`config.mk`:
```
export PLATFORM = sky130hd
export DESIGN_NAME = bp_checkpoint_ctrl
export DESIGN_NICKNAME = d
export VERILOG_FILES = /design/src/rtl/bp_checkpoint_ctrl.sv
export SDC_FILE = /design/constraint.sdc
export NUM_CORES = 1
export LEC_CHECK = 0
export ABC_AREA = 1
export CORE_MARGIN = 10
export CORE_UTILIZATION = 45
export CTS_CLUSTER_DIAMETER = 200
export CTS_CLUSTER_SIZE = 14
export DETAILED_ROUTE_END_ITERATION = 8
export PLACE_DENSITY = 0.76
export SETUP_SLACK_MARGIN = 0.2
export SLEW_MARGIN = 30
export SYNTH_ARGS = -nofsm -noshare
export SYNTH_HDL_FRONTEND = slang
export SYNTH_SLANG_ARGS = --single-unit
```
`constraint.sdc`:
```
create_clock -name clk_i -period 2.2 [get_ports clk_i]
set_input_delay 0.44 -clock clk_i [delete_from_list [all_inputs] [get_ports clk_i]]
set_output_delay 0.44 -clock clk_i [all_outputs]
set_load 0.02 [all_outputs]
```
`src/rtl/bp_checkpoint_ctrl.sv`:
```
// Checkpoint-mode sequencer for the dual-bank BTB: drains updates before each bank flip,
// flushes bank B on entry and bounds the time spent in checkpoint mode.
module bp_checkpoint_ctrl #(
    parameter int DRAIN_CYCLES    = 1,
    parameter int FLUSH_CYCLES    = 2,
    parameter int MAX_CKPT_CYCLES = 1024,
    parameter int CNT_W           = 16
) (
    input  logic             clk_i,
    input  logic             rst_i,
    input  logic             enter_req_i,
    input  logic             exit_req_i,
    input  logic             debug_mode_i,
    input  logic             flush_i,
    input  logic             btb_update_valid_i,
    output logic             checkpoint_mode_o,
    output logic             flush_b_o,
    output logic             update_stall_o,
    output logic             enter_ack_o,
    output logic             exit_ack_o,
    output logic             enter_abort_o,
    output logic             timeout_o,
    output logic             busy_o,
    output logic [CNT_W-1:0] ckpt_cycles_o
);

    localparam int DW = 16;
    localparam logic [DW-1:0]    DRAIN_LOAD = DW'(DRAIN_CYCLES);
    localparam logic [DW-1:0]    FLUSH_LOAD = DW'(FLUSH_CYCLES);
    localparam logic [CNT_W-1:0] TIMEOUT_AT = CNT_W'(MAX_CKPT_CYCLES - 1);
    localparam bit               TIMEOUT_EN = (MAX_CKPT_CYCLES != 0);

    typedef enum logic [2:0] {
        IDLE,
        ENTER_DRAIN,
        ENTER_FLUSH,
        CKPT,
        EXIT_DRAIN
    } state_t;

    state_t            state;
    state_t            next_state;
    logic [DW-1:0]     drain_cnt;
    logic [DW-1:0]     flush_cnt;
    logic [CNT_W-1:0]  ckpt_cnt;
    logic              exit_ack_q;
    logic              abort_q;
    logic              drain_done;
    logic              flush_done;
    logic              timeout_hit;

    // A drain finishes on the update-free cycle that would take the counter to zero.
    assign drain_done  = !btb_update_valid_i && (drain_cnt <= DW'(1));
    assign flush_done  = (flush_cnt <= DW'(1));
    assign timeout_hit = TIMEOUT_EN && (state == CKPT) && (ckpt_cnt == TIMEOUT_AT);

    always_ff @(posedge clk_i) begin
        if (rst_i) begin
            state      <= IDLE;
            exit_ack_q <= 1'b0;
            abort_q    <= 1'b0;
        end else begin
            state      <= next_state;
            exit_ack_q <= (state == EXIT_DRAIN) && (next_state == IDLE);
            abort_q    <= (state == ENTER_DRAIN) && (next_state == IDLE);
        end
    end

    always_comb begin
        next_state = state;
        case (state)
            IDLE:        if (enter_req_i && !debug_mode_i) next_state = ENTER_DRAIN;
            ENTER_DRAIN: begin
                if (flush_i || debug_mode_i) next_state = IDLE;
                else if (drain_done)         next_state = ENTER_FLUSH;
            end
            ENTER_FLUSH: if (flush_done) next_state = CKPT;
            CKPT:        if (exit_req_i || debug_mode_i || timeout_hit) next_state = EXIT_DRAIN;
            EXIT_DRAIN:  if (drain_done) next_state = IDLE;
            default:     next_state = IDLE;
        endcase
    end

    always_ff @(posedge clk_i) begin
        if (rst_i) begin
            drain_cnt <= '0;
            flush_cnt <= '0;
            ckpt_cnt  <= '0;
        end else begin
            case (state)
                IDLE: begin
                    if (next_state == ENTER_DRAIN) begin
                        drain_cnt <= DRAIN_LOAD;
                        ckpt_cnt  <= '0;
                    end
                end
                ENTER_DRAIN, EXIT_DRAIN: begin
                    if (btb_update_valid_i)  drain_cnt <= DRAIN_LOAD;
                    else if (drain_cnt != 0) drain_cnt <= drain_cnt - DW'(1);
                    if (next_state == ENTER_FLUSH) flush_cnt <= FLUSH_LOAD;
                end
                ENTER_FLUSH: begin
                    if (flush_cnt != 0) flush_cnt <= flush_cnt - DW'(1);
                end
                CKPT: begin
                    if (ckpt_cnt != '1) ckpt_cnt <= ckpt_cnt + CNT_W'(1);
                    if (next_state == EXIT_DRAIN) drain_cnt <= DRAIN_LOAD;
                end
                default: ;
            endcase
        end
    end

    // Outputs decode registered state only, so nothing is combinational from the inputs.
    always_comb begin
        checkpoint_mode_o = 1'b0;
        flush_b_o         = 1'b0;
        update_stall_o    = 1'b0;
        busy_o            = 1'b0;
        enter_ack_o       = 1'b0;
        case (state)
            ENTER_DRAIN: begin
                update_stall_o = 1'b1;
                busy_o         = 1'b1;
            end
            ENTER_FLUSH: begin
                flush_b_o      = 1'b1;
                update_stall_o = 1'b1;
                busy_o         = 1'b1;
            end
            CKPT: begin
                checkpoint_mode_o = 1'b1;
                enter_ack_o       = (ckpt_cnt == '0);
            end
            EXIT_DRAIN: begin
                checkpoint_mode_o = 1'b1;
                update_stall_o    = 1'b1;
                busy_o            = 1'b1;
            end
            default: ;
        endcase
    end

    assign exit_ack_o    = exit_ack_q;
    assign enter_abort_o = abort_q;
    assign timeout_o     = timeout_hit;
    assign ckpt_cycles_o = ckpt_cnt;

endmodule

```
Yosys cells after proc, flatten, opt, wreduce, memory -nomap -nowiden
Index checks and enable logic that the tools add are counted.
{"block": "word_totals", "ff_bits": 53, "inputBits": 7, "output_inout_bits": 24, "elab_cells": 72}
{"block": "op_classes", "n_addsub": 3, "magnitude_cmp": 2, "eq_ne": 15, "mux": 22, "reduce_logical": 24}
{"operator": "2-to-1 mux 16 bit", "count": 8}
{"operator": "case mux 16 bit (2 select lines)", "count": 2}
{"operator": "case mux 16 bit (3 select lines)", "count": 1}
{"operator": "less-or-equal comparator 16 x 1 -> 1 bit, second input constant", "count": 2}
{"operator": "nonzero test 16 bit", "count": 2}
{"operator": "subtractor 16 x 1 -> 16 bit, second input constant", "count": 2}
{"operator": "2-to-1 mux 3 bit", "count": 6}
{"operator": "adder 16 x 1 -> 16 bit, second input constant", "count": 1}
{"operator": "equality test 16 x 10 -> 1 bit, second input constant", "count": 1}
{"operator": "logical NOT 16 bit", "count": 1}
{"operator": "inequality test 16 bit, second input constant", "count": 1}
{"operator": "case mux 3 bit (5 select lines)", "count": 1}
{"operator": "equality test 3 x 2 -> 1 bit, second input constant", "count": 3}
{"operator": "equality test 3 x 1 -> 1 bit, second input constant", "count": 2}
{"operator": "equality test 3 bit, second input constant", "count": 2}
{"operator": "logical NOT 3 bit", "count": 2}
{"operator": "inequality test 2 bit, second input constant", "count": 3}
{"operator": "AND reduction 3 bit", "count": 2}
{"operator": "logical AND 1 bit", "count": 5}
{"operator": "2-to-1 mux 1 bit", "count": 4}
{"operator": "inequality test 2 x 1 -> 1 bit, second input constant", "count": 2}
{"operator": "AND reduction 4 bit", "count": 1}
{"operator": "nonzero test 2 bit", "count": 2}
{"operator": "OR reduction 2 bit", "count": 2}
{"operator": "other kinds (5)", "count": 8}

Longest topological paths before layout
{"block": "depth", "depth_word": 8, "depth_mapped": 14, "depth_no_buf": 13}

Least setup slack after synthesis
OpenSTA, ideal clock, no wires.
{"block": "synth_path", "path_kind": "register to output", "from": "register ckpt_cnt[0], in the netlist ckpt_cycles_o[0]", "to": "output port timeout_o", "t_arrival_ns": 1.695, "required_ns": 1.760, "setup_slack_ns": 0.065, "path_stages_with_launch": 8, "n_path_buf": 0, "path_cell_list": "dfxtp_1 -> ha_1 -> nand2_1 -> nor2_2 -> nand2_2 -> inv_1 -> nand2_1 -> nor4_1"}
{"block": "synth_between", "elab_chain_len": 2}
{"element": "from (decl)", "line_no": "45", "rtl": "logic [CNT_W-1:0] ckpt_cnt;"}
{"element": "from (signal assigned)", "line_no": "106", "rtl": "if (ckpt_cnt != '1) ckpt_cnt <= ckpt_cnt + CNT_W'(1);"}
{"element": "equality test 16 x 10 -> 1 bit", "line_no": "55", "rtl": "assign timeout_hit = TIMEOUT_EN && (state == CKPT) && (ckpt_cnt == TIMEOUT_AT);"}
{"element": "logical AND 1 bit", "line_no": "55"}
{"element": "to (decl)", "line_no": "22", "rtl": "output logic timeout_o,"}
Every way passes these cells.

Worst setup path in the final report
Same ends and word-level chain as after synthesis.

==> reports/summary.txt <==
Post-Route WL: 8615 um
EDFF count, synth: 0
Crit Path Class: reg2out
Worst Setup End Kind: output pin
Core footprint: 7292 um^2
Final setup fails: 0
FF+latch count, synth: 53
Fin. Hold Viols: 0
R2r setup slk: 0.22 ns
HP Start: drain_cnt[15]
Peak supply drop: 0.3078 mV
Final Critical Period: 1.986 ns
Post-synthesis async set-or-reset flop share: 0
Synth cell types: 38
Switch Pwr: 722.2 uW
Max Root-Sink Buffers: 2
All-Layer GR Usage: 0.1448
Clock Power Share: 0.309
Combinational Power Share: 0.242
Root buffer cell: clkbuf_8
Pleak: 1.769 nW
Internal power: 1.590 mW
Starting density of the core: 0.4660
Nets: 574
Worst hold stages: 2
Max transition margin: 0.7044
Largest net degree at the start of global routing: 33
Cell row count: 31
Vias per inst: 5.174
Die width: 106.9 um
Layout cells sized above 1: 0.1996
Slew @ Worst Pin: 0.4400 ns
Pwr/cell area: 542.8 nW/um^2
Status: complete, no violations
Most common cell after layout, fill and taps aside: nand2_1
Vias in the first global route: 3247
Critical path launch point type: register
Yosys warns: 0
Crit path arrival time: 1.55 ns
RSZ-0062 raised after global routing: true
Htree depth: 2
Fmax: 0.5034 GHz
Hold WC Path Type: reg2reg
Clock Sinks: 53
Worst Path Required: 1.76 ns
Num CTS Buffers: 5
Mapped Area: 3398 um^2
Routed Antenna Nets: 0
WHS Endpoint: drain_cnt[15]
Main synth FF type: dfxtp_1
Sw Ratio: 0.3123
Final Max Tran Viols: 0
Residual DRC: 0
Clock latency on the worst-skew pair: 0.32 ns
TritonCTS clock tree: built
Share of the clock period used by the worst path: 0.9029
Io pins: 31
RePlAce Congestion: 0.9016
Area growth, synth to finish: 25.37%
Yosys top cell area share: 0.3122
Synth Instances: 508
Ant diodes: 0
Largest area contributor in the netlist: dfxtp_1
Avg WL per Cell: 13.05 um
Grt total ovfl: 0
Detail Placement HPWL: 6122 um
Die height: 106.9 um
Net Count, Synth: 522
Register-to-Register Path Depth: 12
Reg2reg end: drain_cnt[11]
Critical path fanouts, max: 3
Seq pwr share: 0.448
Die area: 11430 um^2
Mean Syn Cell Area: 6.689 um^2
Synth area leaders: dfxtp_1 (31%), nand2_1 (10%), nor2_1 (8.2%), a21oi_1 (6.8%), inv_1 (6.2%)
Global-route wire length before repair: 14370 um
DR pass1 iterations: 5
Most frequent cells in the layout: nand2_1 (88), nor2_1 (71), inv_1 (51)
I/O Buffers: 30
Max Cap Viol: 0
Sequential fraction of the synthesis area: 0.3122
Setup TNS: 0 ns
FF-to-FF Start: ckpt_cycles_o[0]
DR vias: 3415
Hold_buf cts: 0
Antenna violations before repair: 0
Initial DRC Count: 217
Final clock skew: 0.02321 ns
Fin util: 0.5842
Reg clk slew, reported paths: 0.11 ns
## power by group through the flow
stage	clock network, mW	logic, mW	registers [mW]
finish	0.715	0.561	1.04
global route	0.755	0.630	1.04
CTS	0.725	0.518	1.03
detailed placement	0	0.516	1.05
global placement	0	0.506	1.05
floorplan	0	0.383	1.05
## kinds of logic (layout without fill, tap and decap cells)
logic type | Yosys count | in the layout | share of synthesized area
compound gates | 84 | 84 | 0.1366
xor+xnor | 26 | 26 | 0.06701
fa+ha+maj | 7 | 7 | 0.02577
buf+inv | 76 | 129 | 0.09499
flops | 53 | 53 | 0.3122
simple gates | 262 | 262 | 0.3634
## worst max-delay path, stage by stage, from the launching register on
cell and delay (ns):
dfxtp_2 0.37, ha_4 0.14, nand2_4 0.06, nor2_4 0.10, nand2_2 0.06, inv_2 0.06, nand2_2 0.05, nor4_2 0.19
buf_4 0.18
## metal layers
layer	global-route usage	vias up	wire, um
met3	0.02934	10	527
met5	0	-	0
met1	0.1780	1569	3817
met4	0.03385	0	95
met2	0.2529	91	4175
li1	-	1745	-
## sequential cells by signal, summed over array words and instances, names as in the netlist
signal and count:
flush_cnt 16, state 3, enter_abort_o 1, drain_cnt 16
ckpt_cycles_o 16, exit_ack_o 1
## through the flow
step           std cells  setup WS, ns  power, mW  hold slack (ns)  instance area, um^2
2_1_floorplan        508        0.2942      1.436           0.4487                 3405
3_3_place_gp         649       0.06760      1.558           0.4592                 3971
3_5_place_dp         649       0.04564      1.570           0.4723                 3971
4_1_cts              657       0.02348      2.276           0.4862                 4089
5_1_grt              660        0.1223      2.427           0.5103                 4260
6_report             660        0.2136      2.312           0.4789                 4260
## cells in the mapped netlist, types with 5 or more instances
master,n
nand3_1,36
nand2_1,92
inv_1,56
nor4_1,5
nor3_1,15
o21ai_0,28
nand4_1,8
a21oi_1,46
nand2_2,5
nor2_2,10
dfxtp_1,53
inv_2,6
ha_1,7
clkbuf_1,6
xor2_1,20
nor2_1,74
xnor2_1,6
## what timing repair did
item / 4_1_cts / 5_1_grt
gates cloned: 0 / 1
pin swaps: 0 / 10
resized for setup: 15 / 52
endpoints found under the setup margin: 6 / 55
setup buffers: 0 / 2
## how the worst max path moves through the flow
stage / startpoint / endpoint / slack [ns] / cells after the start
6_report: ckpt_cycles_o[0] / timeout_o / 0.21 / 8
5_1_grt: ckpt_cycles_o[1] / timeout_o / 0.12 / 8
4_1_cts: ckpt_cycles_o[0] / timeout_o / 0.02 / 8
3_5_place_dp: debug_mode_i / flush_cnt[5] / 0.05 / 10
3_3_place_gp: btb_update_valid_i / ckpt_cycles_o[12] / 0.07 / 12
2_1_floorplan: ckpt_cycles_o[0] / timeout_o / 0.29 / 7
## final cells by class
class	count	area, um^2
clock inverter	2	37.54
inverter	62	235.2
timing repair buffer	59	551.8
multi-input combinational	379	2160
clock buffer	6	82.58
sequential	53	1070
fill	686	3032
tap	99	123.9
No activity file was read; power rests on OpenSTA's default activity.
